<file path="config.mk">
export PLATFORM = sky130hd
export DESIGN_NAME = crc32_word_comb
export DESIGN_NICKNAME = d
export VERILOG_FILES = /design/src/rtl/crc32_pkg.sv /design/src/rtl/crc32_word_comb.sv
export SDC_FILE = /design/constraint.sdc
export NUM_CORES = 1
export LEC_CHECK = 0
export CAP_MARGIN = 30
export CORE_UTILIZATION = 45
export DETAILED_ROUTE_END_ITERATION = 16
export GPL_TIMING_DRIVEN = 0
export PLACE_DENSITY = 0.79
export SLEW_MARGIN = 20
export SYNTH_ARGS = -nofsm -noshare
export SYNTH_HDL_FRONTEND = slang
export SYNTH_SLANG_ARGS = --single-unit
</file>
<file path="constraint.sdc">
create_clock -name vclk -period 5.69
set_clock_uncertainty 0.05 [all_clocks]
set_input_delay 1.4225 -clock vclk [all_inputs]
set_output_delay 1.4225 -clock vclk [all_outputs]
set_load 0.1 [all_outputs]
</file>
<file path="src/rtl/crc32_pkg.sv">
// ----------------------------------------------------------------------------
// crc32_pkg
// Shared definitions for the CRC-32 frame checker and any CRC generator that
// pairs with it.
//   CRC32_POLY  - generator polynomial 0x04C11DB7 (MSB-first, non-reflected)
//   CRC32_INIT  - seed value loaded at the start of every frame
//   crc_state_t - checker FSM state encoding (IDLE, DATA, CHECK)
//   crc8x4()    - folds one 32-bit word into a running CRC as four bytes,
//                 most significant byte first, with no reflection and no
//                 final XOR
// ----------------------------------------------------------------------------
package crc32_pkg;

    localparam logic [31:0] CRC32_POLY = 32'h04C11DB7;
    localparam logic [31:0] CRC32_INIT = 32'hFFFFFFFF;

    typedef enum logic [1:0] {
        ST_IDLE  = 2'd0,
        ST_DATA  = 2'd1,
        ST_CHECK = 2'd2
    } crc_state_t;

    // One word = four byte steps, byte [31:24] first. Each byte is XORed into
    // the top of the register and then shifted out bit by bit.
    function automatic logic [31:0] crc8x4(input logic [31:0] crc,
                                           input logic [31:0] word);
        logic [31:0] c;
        c = crc;
        for (int b = 3; b >= 0; b--) begin
            c = c ^ {word[b*8 +: 8], 24'h000000};
            for (int i = 0; i < 8; i++) begin
                c = c[31] ? ({c[30:0], 1'b0} ^ CRC32_POLY) : {c[30:0], 1'b0};
            end
        end
        return c;
    endfunction

endpackage

</file>
<file path="src/rtl/crc32_word_comb.sv">
// ----------------------------------------------------------------------------
// crc32_word_comb
// Purely combinational single-word CRC-32 step, shared by checker and
// generator datapaths.
//   crc_in  - running CRC before this word
//   data    - 32-bit word, byte [31:24] processed first
//   crc_out - running CRC after this word
// ----------------------------------------------------------------------------
module crc32_word_comb
    import crc32_pkg::*;
(
    input  logic [31:0] crc_in,
    input  logic [31:0] data,
    output logic [31:0] crc_out
);

    assign crc_out = crc8x4(crc_in, data);

endmodule

</file>
==> results of run 1 <==
[cells by family after synthesis]
family | count (synthesis) | synth area share, %
xor+xnor | 261 | 99.7
buf+inv | 1 | 0.333
[synthesized netlist by cell type]
library cell / n
xnor3_4: 2
xnor2_4: 6
xor2_2: 5
xor3_2: 2
xnor2_1: 153
xor3_4: 2
xor3_1: 4
buf_6: 1
xor2_4: 3
xnor2_2: 18
xnor3_2: 9
xnor3_1: 32
xor2_1: 25
[stage by stage]
stage | area, um2 | cells | utilization, %
2_1_floorplan | 4240 | 262 | -
3_3_place_gp | 5330 | 457 | 73.5
3_5_place_dp | 5330 | 457 | 73.5
==> metrics.md, run 1 <==
| Metric | Value |
|---|---|
| Post-synth cell types | `13` |
| Initial Utilization | `46.6%` |
| Site row count | `31` |
| Die X-Extent | `88.7 um` |
| Syn Area/Cell | `12.9 um2` |
| Sequential-to-total area share from yosys stat | `0%` |
| Tool Error | `[ERROR DPL-0038] Utilization greater than 100%, impossible to legalize` |
| Gate Count Post-Synth | `262` |
| I/O Buffers | `96` |
| Synth area leader | `xnor2_1` |
| RD Place Congestion | `0.881` |
| Die Ht | `88.7 um` |
| Syn_nets | `326` |
| Halt Stage | `clock tree synthesis (4_1_cts)` |
| Final HPWL DP | `7210 um` |
| Share of the synthesized area in the top cell type | `39.7%` |
| Area of the mapped netlist | `3380 um2` |
| Dpl ws | `-2.35 ns` |
| # IOs | `96` |
| Top cells by area, synth | `xnor2_1, xnor3_1, xnor2_2, xor2_1, xnor3_2` |
| Synth warnings | `0` |
| Post-CTS resize count | `516` |
| Run status | `aborted with a tool error` |
| Hold_buf cts | `0` |
| Post-CTS Setup Inserts | `153` |
==> inputs of run 2 (changes only) <==
CORE_UTILIZATION = 30   (was 45)
PLACE_DENSITY = default   (was 0.79)
PLACE_DENSITY_LB_ADDON = 0.15   (was default)
clock period = 7.4 ns   (was 5.69 ns; I/O delays follow)
==> run 2 against run 1 <==
  * The flow now finishes without violations
  * Synthesized cell count stayed put
  * Area after synthesis stayed put
==> metrics.md, run 2 <==
| Metric | Value |
|---|---|
| Most used cell, CP | `buf_4` |
| Top cells by area, synth | `xnor2_1, xnor3_1, xnor2_2, xor2_1, xnor3_2` |
| Worst Setup End Kind | `output pin` |
| Critical-path cell list | `clkdlybuf4s50_1 -> xnor2_4 -> buf_4 -> buf_4 -> xnor2_4 -> xor2_4 -> xor3_4 -> xnor3_2 -> buf_4 -> xor2_2 -> xnor3_1 -> buf_4` |
| RD Place Congestion | `0.772` |
| Run status | `complete, no violations` |
| Sequential-to-total area share from yosys stat | `0%` |
| Share of the synthesized area in the top cell type | `39.7%` |
| Synth area leader | `xnor2_1` |
| Initial Utilization | `31.0%` |
| WP data required | `5.50 ns` |
| Final-layout clock buffer total | `0` |
| Vias per inst | `4.09` |
| Syn_nets | `326` |
| Gate Count Post-Synth | `262` |
| Count of final setup violators | `0` |
| Data arrival, critical path | `5.43 ns` |
| Placed Area | `4810 um2` |
| Max layer used | `met3` |
| Die Ht | `108 um` |
| Worst Setup Start Kind | `input port` |
| Num sequential | `0` |
| Final nets | `503` |
| Final wirelength | `8780 um` |
| Worst Path Buf+Inv | `5` |
| Site row count | `38` |
| Worst Path Max Fanout | `5` |
| FMAX | `0.136 GHz` |
| # IOs | `96` |
| Number of global-route vias before repair | `2509` |
| Multi-input gate area | `4120 um2` |
| GR Overflow Total | `0` |
| Antenna violations before repair | `0` |
| M1 WL | `3950 um` |
| Dpl ws | `-1.52 ns` |
| Slew HR | `36.9%` |
| Commonest non-fill, non-tap cell in the layout | `xnor2_1` |
| Slowest CP cell | `xnor3_2` |
| Crit path time final | `7.33 ns` |
| Top delay family on crit path | `XOR/XNOR gates` |
| GRT Overall Usage | `15.1%` |
| WL per Instance | `15.2 um` |
| CP Class | `in2out` |
| Met2 Wirelength | `4570 um` |
| Final HPWL DP | `6940 um` |
| Area of the mapped netlist | `3380 um2` |
| Post-synth cell types | `13` |
| # fillers | `943` |
| Sequential cell area | `0 um2` |
| Critical Path Max Stage Delay | `0.51 ns` |
| Count leader, synth | `xnor2_1` |
| Number of remaining DRC errors | `0` |
| WHS | `4.90 ns` |
| Routed Antenna Nets | `0` |
| Synth warnings | `0` |
| Initial DRC Count | `50` |
| Die X-Extent | `108 um` |
| Commonest non-fill, non-tap cells in the layout | `xnor2_1, buf_4, clkdlybuf4s50_1, xnor2_4, xnor2_2` |
| Finished Cell Area | `5960 um2` |
| Max-Cap Viols | `0` |
| Layout area overhead | `76.2%` |
| Class of the worst hold path | `in2out` |
| Setup ws final | `0.0719 ns` |
| Tcrit/Tclk final | `99.0%` |
| Syn Area/Cell | `12.9 um2` |
| Number of detailed-route iterations in the first pass | `4` |
| I/O Buffers | `96` |
| Largest net degree at the start of global routing | `9` |
| Synth cell count leaders | `xnor2_1, xnor3_1, xor2_1, xnor2_2, xnor3_2` |
| First-pass GRT wire length | `13200 um` |
| Diode count | `0` |
| Metal3 WL | `255 um` |
| Actual slew at the worst max-slew pin | `0.950 ns` |
| Slew Limit Fails | `0` |
| Core ar. | `10900 um2` |
| Fin. Hold Viols | `0` |
| RSZ-0062 raised after global routing | `true` |
| Die area | `11700 um2` |
| Vias | `2361` |
| Share of layout cells above drive strength 1 | `50.3%` |
## run 2: cell type report
class / instances / share of cell area, %
Tap cell: 140 / 2.94
Multi-Input combinational cell: 261 / 69.2
Buffer: 1 / 0.189
Timing Repair Buffer: 175 / 27.6
## run 2: through the flow
stage	setup TNS (ns)	std cells	util, %
after CTS	-0.0223	540	50.5
after floorplan	-1.48	262	-
after detailed placement	-36.23	498	44.2
final	0	577	54.7
after global routing	-0.226	577	54.7
after global placement	-35.71	498	44.2
## run 2: final timing paths
check / startpoint / end / slack, ns / cells past startpoint
max: data[30] / crc_out[27] / 0.07 / 12
min: data[29] / crc_out[23] / 4.90 / 9
## run 2: kinds of logic after synthesis
group	after synthesis	synth area share [%]
buf+inv	1	0.333
xor+xnor	261	99.7
## run 2: metal layers
| metal | vias to the layer above | track usage, % |
|---|---|---|
| met5 | - | 0 |
| met4 | 0 | 0.0978 |
| met3 | 0 | 0.181 |
| met2 | 50 | 28.7 |
| met1 | 1121 | 20.3 |
| li1 | 1190 | - |
## run 2: timing repair
item                       in CTS  in global routing
setup buffers                  42                 37
pin swaps                      33                 27
setup endpoints to repair      32                 25
resized for setup             221                 33
hold buffers                    0                  0
Power of run 2 is left out: the tool's default activity adds up to more than one toggle a clock period on the data nets, which glitch-free logic cannot reach.
